<file path="config.mk">
export PLATFORM = sky130hd
export DESIGN_NAME = control_unit
export DESIGN_NICKNAME = d
export VERILOG_FILES = /design/src/rtl/k_and_s_pkg.sv /design/src/rtl/control_unit.sv
export SDC_FILE = /design/constraint.sdc
export NUM_CORES = 1
export LEC_CHECK = 0
export BUFFER_PORTS_ARGS = -buffer_cell sky130_fd_sc_hd__buf_2
export CAP_MARGIN = 30
export CORE_MARGIN = 2
export CORE_UTILIZATION = 37
export CTS_CLUSTER_SIZE = 25
export DETAILED_ROUTE_END_ITERATION = 6
export GPL_TIMING_DRIVEN = 0
export PLACE_DENSITY = 0.66
export SLEW_MARGIN = 5
export SYNTH_ARGS = -nofsm -noshare
export SYNTH_HDL_FRONTEND = slang
export SYNTH_SLANG_ARGS = --single-unit
</file>
<file path="constraint.sdc">
create_clock -name clk -period 3.8 [get_ports clk]
set_input_delay 0.76 -clock clk [delete_from_list [all_inputs] [get_ports clk]]
set_output_delay 0.76 -clock clk [all_outputs]
set_load 0.005 [all_outputs]
</file>
<file path="src/rtl/k_and_s_pkg.sv">
// k_and_s_pkg: shared types and constants for the K&S processor.
//   decoded_instruction_type : instruction codes delivered by the decoder
//   ctrl_state_type          : sequencing states of control_unit
//   OP_*                     : ALU operation encodings driven on 'operation'
//   branch_taken()           : branch decision from instruction and flags
package k_and_s_pkg;

   typedef enum logic [3:0] {
      I_NOP,
      I_LOAD,
      I_STORE,
      I_MOVE,
      I_ADD,
      I_SUB,
      I_AND,
      I_OR,
      I_BRANCH,
      I_BZERO,
      I_BNZERO,
      I_BNEG,
      I_BNNEG,
      I_BOV,
      I_BNOV,
      I_HALT
   } decoded_instruction_type;

   typedef enum logic [2:0] {
      S_FETCH,
      S_DECODE,
      S_EXEC,
      S_MEM_LOAD,
      S_HALT
   } ctrl_state_type;

   localparam logic [1:0] OP_ADD = 2'b00;
   localparam logic [1:0] OP_AND = 2'b01;
   localparam logic [1:0] OP_OR  = 2'b10;
   localparam logic [1:0] OP_SUB = 2'b11;

   // Branch decision: unconditional branch always taken, conditional ones
   // follow the registered flags, anything else never branches.
   function automatic logic branch_taken(
      input decoded_instruction_type i_ins,
      input logic                    i_zero,
      input logic                    i_neg,
      input logic                    i_sovf
   );
      logic r_taken;
      case (i_ins)
         I_BRANCH: r_taken = 1'b1;
         I_BZERO:  r_taken = i_zero;
         I_BNZERO: r_taken = ~i_zero;
         I_BNEG:   r_taken = i_neg;
         I_BNNEG:  r_taken = ~i_neg;
         I_BOV:    r_taken = i_sovf;
         I_BNOV:   r_taken = ~i_sovf;
         default:  r_taken = 1'b0;
      endcase
      return r_taken;
   endfunction

endpackage

</file>
<file path="src/rtl/control_unit.sv">
// control_unit: multi-cycle FETCH / DECODE / EXEC / MEM_LOAD / HALT sequencer
// driving the data_path control inputs and the RAM write strobe.
// Parameters:
//   RAM_LATENCY        cycles from stable RAM address to valid read data (1..15)
// Ports:
//   clk                 system clock, rising edge
//   rst_n               synchronous reset, active-high (name kept from the
//                       processor top); also forces every strobe low
//   decoded_instruction instruction currently held in the IR
//   zero_op, neg_op, unsigned_overflow, signed_overflow  registered flags
//   branch, pc_enable, ir_enable, addr_sel, c_sel, operation,
//   write_reg_enable, flags_reg_enable, ram_write_enable  datapath/RAM controls
//   halted              processor stopped in HALT
//   instr_count         retired-instruction counter (wraps at 16 bits)
module control_unit
   import k_and_s_pkg::*;
#(
   parameter int RAM_LATENCY = 1
) (
   input  logic                    clk,
   input  logic                    rst_n,
   input  decoded_instruction_type decoded_instruction,
   input  logic                    zero_op,
   input  logic                    neg_op,
   input  logic                    unsigned_overflow,
   input  logic                    signed_overflow,
   output logic                    branch,
   output logic                    pc_enable,
   output logic                    ir_enable,
   output logic                    addr_sel,
   output logic                    c_sel,
   output logic [1:0]              operation,
   output logic                    write_reg_enable,
   output logic                    flags_reg_enable,
   output logic                    ram_write_enable,
   output logic                    halted,
   output logic [15:0]             instr_count
);

   // Value of the wait counter in the final cycle of a RAM access.
   localparam logic [3:0] W_LAST = 4'(RAM_LATENCY - 1);

   ctrl_state_type r_state;
   ctrl_state_type w_next_state;
   logic [3:0]     r_wait_cnt;
   logic [15:0]    r_instr_count;

   logic       w_branch;
   logic       w_pc_enable;
   logic       w_ir_enable;
   logic       w_addr_sel;
   logic       w_c_sel;
   logic [1:0] w_operation;
   logic       w_write_reg_enable;
   logic       w_flags_reg_enable;
   logic       w_ram_write_enable;
   logic       w_halted;

   // No branch condition tests unsigned overflow; the flag is accepted only
   // so the port list matches the datapath flag set.
   logic w_unused_flag;
   assign w_unused_flag = unsigned_overflow;

   // State register, per-state wait counter and retired-instruction counter.
   always_ff @(posedge clk) begin
      if (rst_n) begin
         r_state       <= S_FETCH;
         r_wait_cnt    <= 4'd0;
         r_instr_count <= 16'd0;
      end else begin
         r_state <= w_next_state;
         // Counter restarts on every state entry and only runs while
         // waiting on RAM.
         if (w_next_state != r_state) begin
            r_wait_cnt <= 4'd0;
         end else if (r_state == S_FETCH || r_state == S_MEM_LOAD) begin
            r_wait_cnt <= r_wait_cnt + 4'd1;
         end else begin
            r_wait_cnt <= 4'd0;
         end
         if (w_pc_enable) begin
            r_instr_count <= r_instr_count + 16'd1;
         end else begin
            r_instr_count <= r_instr_count;
         end
      end
   end

   // Next-state and Moore outputs from state, wait counter and instruction.
   always_comb begin
      w_next_state       = r_state;
      w_branch           = 1'b0;
      w_pc_enable        = 1'b0;
      w_ir_enable        = 1'b0;
      w_addr_sel         = 1'b0;
      w_c_sel            = 1'b0;
      w_operation        = OP_ADD;
      w_write_reg_enable = 1'b0;
      w_flags_reg_enable = 1'b0;
      w_ram_write_enable = 1'b0;
      w_halted           = 1'b0;
      case (r_state)
         S_FETCH: begin
            if (r_wait_cnt == W_LAST) begin
               w_ir_enable  = 1'b1;
               w_next_state = S_DECODE;
            end else begin
               w_next_state = S_FETCH;
            end
         end
         S_DECODE: begin
            case (decoded_instruction)
               I_HALT:  w_next_state = S_HALT;
               I_LOAD:  w_next_state = S_MEM_LOAD;
               default: w_next_state = S_EXEC;
            endcase
         end
         S_EXEC: begin
            w_pc_enable  = 1'b1;
            w_next_state = S_FETCH;
            w_branch     = branch_taken(decoded_instruction, zero_op, neg_op,
                                        signed_overflow);
            case (decoded_instruction)
               I_ADD, I_SUB, I_AND, I_OR: begin
                  case (decoded_instruction)
                     I_SUB:   w_operation = OP_SUB;
                     I_AND:   w_operation = OP_AND;
                     I_OR:    w_operation = OP_OR;
                     default: w_operation = OP_ADD;
                  endcase
                  w_write_reg_enable = 1'b1;
                  w_flags_reg_enable = 1'b1;
               end
               // MOVE is an OR of the source with itself; flags stay untouched.
               I_MOVE: begin
                  w_operation        = OP_OR;
                  w_write_reg_enable = 1'b1;
               end
               I_STORE: begin
                  w_addr_sel         = 1'b1;
                  w_ram_write_enable = 1'b1;
               end
               default: begin
                  w_operation = OP_ADD;
               end
            endcase
         end
         S_MEM_LOAD: begin
            w_addr_sel = 1'b1;
            if (r_wait_cnt == W_LAST) begin
               w_c_sel            = 1'b1;
               w_write_reg_enable = 1'b1;
               w_pc_enable        = 1'b1;
               w_next_state       = S_FETCH;
            end else begin
               w_next_state = S_MEM_LOAD;
            end
         end
         S_HALT: begin
            w_halted     = 1'b1;
            w_next_state = S_HALT;
         end
         default: begin
            w_next_state = S_FETCH;
         end
      endcase
   end

   // Reset gates every output low combinationally, so an access in flight
   // when reset arrives never issues its final strobe.
   assign branch           = w_branch           & ~rst_n;
   assign pc_enable        = w_pc_enable        & ~rst_n;
   assign ir_enable        = w_ir_enable        & ~rst_n;
   assign addr_sel         = w_addr_sel         & ~rst_n;
   assign c_sel            = w_c_sel            & ~rst_n;
   assign operation        = w_operation        & {2{~rst_n}};
   assign write_reg_enable = w_write_reg_enable & ~rst_n;
   assign flags_reg_enable = w_flags_reg_enable & ~rst_n;
   assign ram_write_enable = w_ram_write_enable & ~rst_n;
   assign halted           = w_halted           & ~rst_n;
   assign instr_count      = r_instr_count;

endmodule

</file>
==> run_results.csv <==
group,metric,value,unit
synth,async_reset_ff_share,0,%
timing,fin_worst_skew,3.32,ps
global_route,grt_pass1_vias,1120,
global_route,grt_overflow,0,
worst_setup_path,rr_worst_depth,7,
global_route,antenna_found_initial,0,
synth,synth_most_common_cell,"dfxtp_1",
synth,synth_area_per_cell,8.28,um2
worst_setup_path,required,3040,ps
floorplan,die_x,62.7,um
final_layout,drive_gt1_share,22.9,%
worst_setup_path,worstPathCellList,"inv_1 -> ha_1 -> or3b_1 -> clkbuf_1 -> a211oi_2 -> nor2b_1 -> buf_2",
min_path,hp-start,"r_wait_cnt[0]",
power,total_power,0.411,mW
floorplan,start_util,38.5,%
floorplan,dieHeight,62.7,um
timing,tightestPinTransition,495,ps
detailed_routing,drt_wl_total,2690,um
floorplan,row_count,21,
worst_setup_path,cp-startpoint,"r_wait_cnt[0]",
detailed_routing,drt_iter0_markers,60,
synth,synth_area_leaders,"dfxtp_1 (36%), xnor2_1 (6.9%), nor2_1 (5.3%)",
place,dp.cells,234,
clocking,cts_inserted_buffers,3,
power,vdd_ir_drop_max,0.259,mV
worst_setup_path,worst_path_max_delay_cell,"or3b_1",
timing,hold_violations,0,
detailed_routing,firstDrtPassIters,4,
status,outcome,"completed",
synth,yosysWarnings,0,
timing,rsz0062_at_grt,"false",
final_layout,seq_area,460,um2
detailed_routing,avgViaCountPerCell,4.99,
worst_setup_path,max_stage_delay,410,ps
synth,ys_seq_elements,23,
detailed_routing,vias,1188,
clocking,post_cts_buffers,0,
synth,yosysSeqAreaShare,36.1,%
place,numPortBuffers,34,
worst_setup_path,cp_max_fo,10,
floorplan,ios,37,
power,leakage,0.596,nW
clocking,worstSkewPairLatency,310,ps
global_route,grt_pass1_wl,4930,um
timing,clock.fmax,335,MHz
synth,yosys.area.top_type_share,36.1,%
clocking,cts_resized,0,
synth,yosysTopAreaCell,"dfxtp_1",
clocking,cts_buffer_depth,2,
worst_setup_path,critPathCaptureType,"output port",
timing,setup_viol,0,
final_layout,syn_to_final_growth,19.9,%
final_layout,fin_nets,206,
clocking,cts_tree,"yes",
worst_setup_path,start_kind,"flop",
place,dp_hpwl,2020,um
clocking,clk_pin_slew_worst_paths,120,ps
global_route,grt_max_degree,13,
synth,synth_common_cells,"dfxtp_1 (23), nor2_1 (18), a21oi_1 (10), xnor2_1 (10)",
clocking,cts_hold_buf,0,
detailed_routing,drtAntennaViolNets,0,
min_path,holdPathEnd,"r_wait_cnt[0]",
job,max_cap_violations,0,
timing,fin_tns_setup,0,ps
worst_setup_path,r2r-start,"r_wait_cnt[0]",
power,power_density,269,mW/mm2
final_layout,num-fill-cells,340,
final_layout,antennaDiodeCount,0,
timing,finalCriticalPeriod,2990,ps
worst_setup_path,reg2reg_setup_slack,1810,ps
worst_setup_path,rr_endpoint,"instr_count[1]",
min_path,hold_depth,1,
synth,syn_inst,154,
detailed_routing,post_drt_wl_per_cell,11.3,um
worst_setup_path,critPathArrivalTime,2230,ps
min_path,hold_path_class,"flop to flop",
final_layout,multiInputGateArea,736,um2
global_route,track_usage,15.2,%
clocking,clock_sinks,23,
clocking,cts.htree.levels,1,
clocking,root_buffer,"clkbuf_4",
synth,syn_nets,167,
synth,synth.distinct_cells,37,
synth,syn-cell-area,0.00127,mm2
synth,synthFlopType,"dfxtp_1",
floorplan,core_area,0.00331,mm2
final_layout,final_cells,238,
timing,drv_slew,0,
worst_setup_path,crit_type,"flop to output port",
floorplan,die_area,0.00393,mm2
synth,synth_edf_count,0,
timing,period_share,78.6,%
detailed_routing,route.detailed.drc,0,
timing,slew_headroom,66.2,%
place,routabilityCongestion,0.817,
## layout make-up
type | count | area share [%]
multi-input cells | 112 | 48.1
flip-flops and latches | 23 | 30.1
repair buffers | 34 | 11.1
well taps | 46 | 3.76
plain buffers | 10 | 2.95
inverters | 9 | 2.21
clock buffers | 4 | 1.72
## power breakdown
part           internal [mW]  leakage (nW)  switching [mW]
clock network         0.0410        0.0150          0.0728
registers              0.245         0.186         0.00216
logic                 0.0194         0.396          0.0309
total                  0.305         0.596           0.106
## layer usage
layer	GRT usage, %	part of all wire, %	vias to the layer above
met5	0	0	-
met4	2.78	0.48	0
met3	4.50	5.3	2
met2	25.3	45	22
met1	19.6	49	536
li1	-	-	628
## how the worst max path moves through the flow
stage	to	depth (start not counted)	slack, ps
6_report	pc_enable	7	810
5_1_grt	pc_enable	7	600
4_1_cts	pc_enable	7	820
3_5_place_dp	ram_write_enable	6	1020
3_3_place_gp	ram_write_enable	6	1020
2_1_floorplan	addr_sel	3	1340
## state kept, by name, indices dropped and copies added (netlist names)
name	flops
r_wait_cnt	4
r_state	3
instr_count	16
## kinds of logic (layout without fill, tap and decap cells)
kind of cell | count (synthesis) | after routing | synth area share (%)
fa+ha+maj | 3 | 3 | 2.94
buf+inv | 19 | 57 | 6.18
flops | 23 | 23 | 36.1
simple gates | 61 | 61 | 27.3
xor+xnor | 12 | 12 | 8.24
compound gates | 33 | 33 | 16.9
mux | 3 | 3 | 2.36
## placed cells by master, fill, tap and decap left out, drive strengths merged
master and n:
a21oi 10, buf 35, clkbuf 13, inv 9
nor2b 1, o31ai 6, and2 1, nand2 7
and3 3, dfxtp 23, nor3 4, a211oi 5
ha 3, or4b 1, a31oi 1, or4 5
a2111oi 2, xor2 2, or3b 1, a21o 2
mux2i 3, nand4b 1, nor4b 4, xnor2 10
o22ai 1, o21ai 5, o21bai 1, nand3 6
nand4 2, nand3b 1, or3 5, nor3b 1
nor2 18
## per-stage QoR
stage	area, um2	hold slack, ps	worst slack [ps]	util (%)
6_report	1530	477	815	46.2
5_1_grt	1530	519	596	46.2
2_1_floorplan	1270	430	1340	-
3_3_place_gp	1500	444	1020	45.4
4_1_cts	1530	484	818	46.2
3_5_place_dp	1500	453	1020	45.4
## critical path, delay by kind of cell (launching register included)
family          cells  cell delay (ps)
compound gates      1              400
buf+inv             3              440
fa+ha+maj           1              120
simple gates        2              590
flops               1              360
Note: power is estimated with default switching activity, not from simulation.
